$ cat src/rtl/io_output_buffer.sv
// Output FIFO between the datapath OUT port and a valid/ready consumer, with stall and sticky overflow.
// Optional write de-duplication is enabled by defining IO_OUT_DEDUP_EN.
module io_output_buffer #(
    parameter int WIDTH  = 16,
    parameter int DEPTH  = 8,
    parameter int ADDR_W = $clog2(DEPTH)
) (
    input  logic              CLK,
    input  logic              reset,
    input  logic [WIDTH-1:0]  dp_out,
    input  logic              dp_out_we,
    output logic              dp_stall,
    output logic [WIDTH-1:0]  m_data,
    output logic              m_valid,
    input  logic              m_ready,
    output logic [ADDR_W:0]   count,
    output logic              overflow,
    input  logic              clear_ovf
);

    localparam logic [ADDR_W:0]   FULL_CNT = (ADDR_W + 1)'(DEPTH);
    localparam logic [ADDR_W:0]   ONE_CNT  = (ADDR_W + 1)'(1);
    localparam logic [ADDR_W-1:0] ONE_PTR  = ADDR_W'(1);

    logic [WIDTH-1:0]  r_mem [DEPTH];
    logic [ADDR_W-1:0] r_wptr;
    logic [ADDR_W-1:0] r_rptr;
    logic [ADDR_W:0]   r_count;
    logic              r_valid;
    logic [WIDTH-1:0]  r_data;
    logic              r_overflow;

    logic              w_full;
    logic              w_pop;
    logic              w_dup;
    logic              w_write;
    logic              w_push;
    logic              w_drop;
    logic              w_bypass;
    logic [ADDR_W:0]   w_count_nxt;
    logic [ADDR_W-1:0] w_rptr_nxt;

`ifdef IO_OUT_DEDUP_EN
    logic [WIDTH-1:0]  r_last;
    logic              r_seen;

    always_ff @(posedge CLK or negedge reset) begin
        if (!reset) begin
            r_last <= '0;
            r_seen <= 1'b0;
        end else if (w_push) begin
            r_last <= dp_out;
            r_seen <= 1'b1;
        end
    end

    assign w_dup = r_seen && (dp_out == r_last);
`else
    assign w_dup = 1'b0;
`endif

    always_comb begin
        w_full      = (r_count == FULL_CNT);
        w_pop       = r_valid & m_ready;
        w_write     = dp_out_we & ~w_dup;
        w_push      = w_write & (~w_full | w_pop);
        w_drop      = w_write & w_full & ~w_pop;
        w_rptr_nxt  = w_pop ? (r_rptr + ONE_PTR) : r_rptr;
        w_count_nxt = r_count;
        case ({w_push, w_pop})
            2'b10:   w_count_nxt = r_count + ONE_CNT;
            2'b01:   w_count_nxt = r_count - ONE_CNT;
            default: w_count_nxt = r_count;
        endcase
        // New word becomes the head when nothing else remains after this cycle's pop.
        w_bypass = w_push && ((r_count == '0) || (r_count == ONE_CNT && w_pop));
    end

    always_ff @(posedge CLK) begin
        if (w_push) begin
            r_mem[r_wptr] <= dp_out;
        end
    end

    always_ff @(posedge CLK or negedge reset) begin
        if (!reset) begin
            r_wptr     <= '0;
            r_rptr     <= '0;
            r_count    <= '0;
            r_valid    <= 1'b0;
            r_data     <= '0;
            r_overflow <= 1'b0;
        end else begin
            r_count <= w_count_nxt;
            r_rptr  <= w_rptr_nxt;
            if (w_push) begin
                r_wptr <= r_wptr + ONE_PTR;
            end
            r_valid <= (w_count_nxt != '0);
            if (w_count_nxt != '0) begin
                r_data <= w_bypass ? dp_out : r_mem[w_rptr_nxt];
            end
            if (w_drop) begin
                r_overflow <= 1'b1;
            end else if (clear_ovf) begin
                r_overflow <= 1'b0;
            end
        end
    end

    assign dp_stall = w_full;
    assign m_data   = r_data;
    assign m_valid  = r_valid;
    assign count    = r_count;
    assign overflow = r_overflow;

endmodule
$ cat config.mk
export PLATFORM = sky130hd
export DESIGN_NAME = io_output_buffer
export DESIGN_NICKNAME = d
export VERILOG_FILES = /design/src/rtl/io_output_buffer.sv
export SDC_FILE = /design/constraint.sdc
export NUM_CORES = 1
export LEC_CHECK = 0
export CORE_AREA = 2 2 133 122
export CTS_CLUSTER_DIAMETER = 100
export DETAILED_ROUTE_END_ITERATION = 8
export DIE_AREA = 0 0 135 124
export DONT_BUFFER_PORTS = 1
export GPL_TIMING_DRIVEN = 0
export PLACE_DENSITY = 0.6
export SYNTH_ARGS = -nofsm -noshare
export SYNTH_HDL_FRONTEND = slang
export SYNTH_SLANG_ARGS = --single-unit
export TNS_END_PERCENT = 10
$ cat constraint.sdc
create_clock -name CLK -period 3.9 [get_ports CLK]
set_input_delay 0.39 -clock CLK [delete_from_list [all_inputs] [get_ports CLK]]
set_output_delay 0.39 -clock CLK [all_outputs]
set_load 0.02 [all_outputs]
==> flow_metrics.py <==
metrics = {
    "die": {
        "coreArea_sq_um": 15280,
        "dieHeight_um": 124,
        "dieArea_sq_um": 16740,
        "rows": 43,
        "die_x_um": 135,
        "io_pins": 44,
        "start_util": 0.3957,
    },
    "logic_synthesis": {
        "yosys_warnings": 0,
        "syn_nets": 436,
        "ys_seq_area_frac": 0.7517,
        "synth_area_per_cell_sq_um": 14.78,
        "ys_types": 40,
        "syn_area_sq_um": 6046,
        "ys_ff_latch": 156,
        "synthCells": 409,
    },
    "global_route": {
        "grt_max_degree": 29,
        "grt_pass1_vias": 3699,
        "grt_remaining_overflow": 0,
        "grt_usage": 0.1764,
        "grt_pass1_wl_um": 21310,
        "grt_antenna_before_repair": 0,
    },
    "worst_setup_path": {
        "cp_cell_sequence": "inv_1, ha_1, a221oi_1, clkbuf_1, o21ai_0, a32o_1",
        "max_stage_delay_ns": 1.05,
        "critical_path_buf_inv_count": 2,
        "endpoint_kind": "register",
        "critPathSlowestCell": "a221oi_1",
        "critPathRequiredTime_ns": 4.21,
        "path_delay_family": "compound AO/OA/AOI/OAI gates",
        "critPathArrivalTime_ns": 3.43,
        "path_max_fanout": 10,
        "critical_path_class": "reg -> reg",
        "cp-start-kind": "register",
    },
    "drt": {
        "drt-initial-drc-count": 416,
        "finalWirelength_um": 14080,
        "wl_per_cell_um": 21.57,
        "via_per_inst": 5.648,
        "via_count": 3688,
        "drt-pass1-iter-count": 5,
        "ant_nets": 0,
        "drc": 0,
    },
    "placement": {
        "numPlacedInstances": 619,
        "globalplace.congestion": 0.7518,
        "hpwl_um": 9115,
        "io_buffers": 0,
        "preCtsSetupSlack_ns": 0.8870,
    },
    "sta": {
        "final-setup-viol-count": 0,
        "slew_violations": 0,
        "max_freq_mhz": 320.4,
        "fin_skew_ns": 0.008611,
        "rsz0062_at_grt": "no",
        "layout_setup_ws_ns": 0.7786,
        "period_share": 0.8003,
        "hold_ws_ns": 0.05237,
        "worst_pin_slew_ns": 1.236,
        "fin_crit_ns": 3.121,
        "max_slew_margin": 0.1761,
        "hold_viol_final": 0,
    },
    "finish": {
        "drive_above_1_share": 0.1375,
        "nFillCells": 1347,
        "diodes": 0,
        "regArea_sq_um": 4544,
        "syn_to_final_growth_pct": 17.01,
        "multi_input_area_sq_um": 1390,
        "finalNetCount": 465,
        "fin_cells": 653,
        "final_util": 0.4630,
    },
    "power_and_ir_drop": {
        "power_mw": 6.076,
        "max-vdd-ir-drop_v": 0.0004227,
        "seq_power_share": 0.409,
        "pwr-share-clk": 0.275,
        "pwr-share-comb": 0.316,
        "p_per_area_nw_per_um2": 858.9,
        "swShare": 0.3633,
        "p_int_mw": 3.869,
        "p_switching_mw": 2.207,
        "leakagePower_nw": 2.359,
    },
    "cts": {
        "cts_tree": "done",
        "cts_num_sinks": 156,
        "clock_latency_ns": 0.43,
        "clkTransAtPathRegs_ns": 0.07,
        "cts_buffers": 17,
        "htree_levels": 4,
        "post_cts_buffers": 0,
        "cts_root_buf": "clkbuf_16",
        "cts-resized-gates": 0,
        "cts_buffer_depth": 2,
    },
    "flow_run": {
        "drv_cap": 0,
    },
    "min_path": {
        "min_path_type": "in -> reg",
    },
    "status": {
        "status": "complete, no violations",
    },
}
repair_timing:
item | in CTS | in global routing
hold endpoints to repair | 28 | 0
hold buffers | 2 | 0
endpoints found under the setup margin | 0 | 0
state kept, by name, summed over array words and instances, names as in the netlist:
name / count
r_mem: 128
m_data: 16
overflow: 1
m_valid: 1
r_wptr: 3
r_rptr: 3
count: 4
metrics by stage:
step           cell area (sq um)  setup TNS (ns)
2_1_floorplan               6046               0
3_3_place_gp                6299          -5.203
3_5_place_dp                6440               0
4_1_cts                     7074               0
5_1_grt                     7074               0
6_report                    7074               0
per-layer routing:
layer / wire length (um) / vias to the layer above / global-route usage / part of all wire
met3: 954 / 22 / 0.06390 / 0.068
met1: 6120 / 1867 / 0.2204 / 0.43
met2: 6714 / 118 / 0.2862 / 0.48
met5: 0 / - / 0 / 0
met4: 295 / 0 / 0.06120 / 0.021
li1: - / 1681 / - / -
synthesized netlist by cell type:
master / count / area (sq um)
a31oi_1: 3 / 18.77
or4_1: 1 / 7.510
buf_6: 2 / 22.52
nand2_1: 17 / 63.81
nor4_4: 1 / 21.27
nor2_1: 42 / 157.7
a22oi_1: 1 / 7.510
a221oi_1: 1 / 8.760
inv_1: 9 / 33.78
buf_4: 1 / 7.510
edfxtp_1: 128 / 3844
a21oi_1: 2 / 10.01
nand2b_1: 3 / 18.77
o22ai_1: 65 / 406.6
ha_1: 6 / 75.07
nand4_1: 2 / 12.51
nand3b_4: 1 / 20.02
clkbuf_1: 14 / 52.55
nor3b_1: 1 / 7.510
a32o_1: 16 / 160.2
buf_2: 3 / 15.01
o21ai_1: 2 / 10.01
o21ai_0: 35 / 175.2
and3_1: 1 / 6.260
mux2i_1: 2 / 20.02
nor3_1: 5 / 25.02
a2bb2oi_1: 2 / 17.52
a222oi_1: 1 / 10.01
nand3_1: 1 / 5.000
xor2_1: 1 / 8.760
or4_4: 1 / 11.26
nand2_2: 1 / 6.260
and4_1: 1 / 8.760
and2_2: 1 / 7.510
dfrtp_1: 28 / 700.7
xnor2_1: 4 / 35.03
and3b_1: 1 / 8.760
clkbuf_2: 1 / 5.000
a21boi_0: 1 / 7.510
or2_2: 1 / 6.260
power groups by stage:
stage               Sequential [mW]  Clock (mW)  Combinational, mW
floorplan                      2.45           0               1.31
global placement               2.52           0               1.79
detailed placement             2.53           0               1.89
CTS                            2.49        1.69               1.92
global route                   2.52        1.76               2.09
finish                         2.49        1.67               1.92
path summary, 6_finish.rpt:
check                               start  slack [ns]  cells past startpoint          end
worst max-delay path             count[0]        0.78                      6    m_data[9]
min in group asynchronous           reset        0.45                      2    m_data[4]
worst min register to register  r_wptr[0]        0.55                      2    r_wptr[0]
max in group asynchronous           reset        3.27                      2   m_data[13]
worst min-delay path            dp_out[4]        0.05                      0  r_mem[6][4]
worst max register to register   count[0]        0.78                      6    m_data[9]
cell usage in the layout (no fill, tap or decap), types with 3 or more instances in the layout:
cell type / instances
edfxtp_1: 128
o22ai_1: 65
nor2_1: 36
o21ai_0: 35
dfrtp_1: 28
nand2_1: 17
clkbuf_16: 17
a32o_1: 16
clkbuf_1: 14
inv_1: 9
buf_8: 7
nor2_2: 6
ha_1: 6
inv_6: 6
xnor2_1: 4
buf_2: 3
a31oi_1: 3
nand2b_1: 3
nor3_1: 3
buf_6: 3
logic make-up after synthesis:
family,synth area share
xor gates and xnor gates,0.007243
and+or+nand+nor,0.06519
adders and majority gates,0.01242
AOI/OAI and AO/OA,0.1376
buffers and inverters,0.02256
muxes,0.003311
DFF,0.7517
layout make-up:
class | count | area share
multi-input cells | 223 | 0.1965
repair buffers | 10 | 0.02069
flip-flops and latches | 156 | 0.6424
well taps | 202 | 0.03573
clock buffers | 19 | 0.06403
plain buffers | 21 | 0.01450
clock inverters | 13 | 0.02140
inverters | 9 | 0.004775
Power figures use the tool's default switching activity.
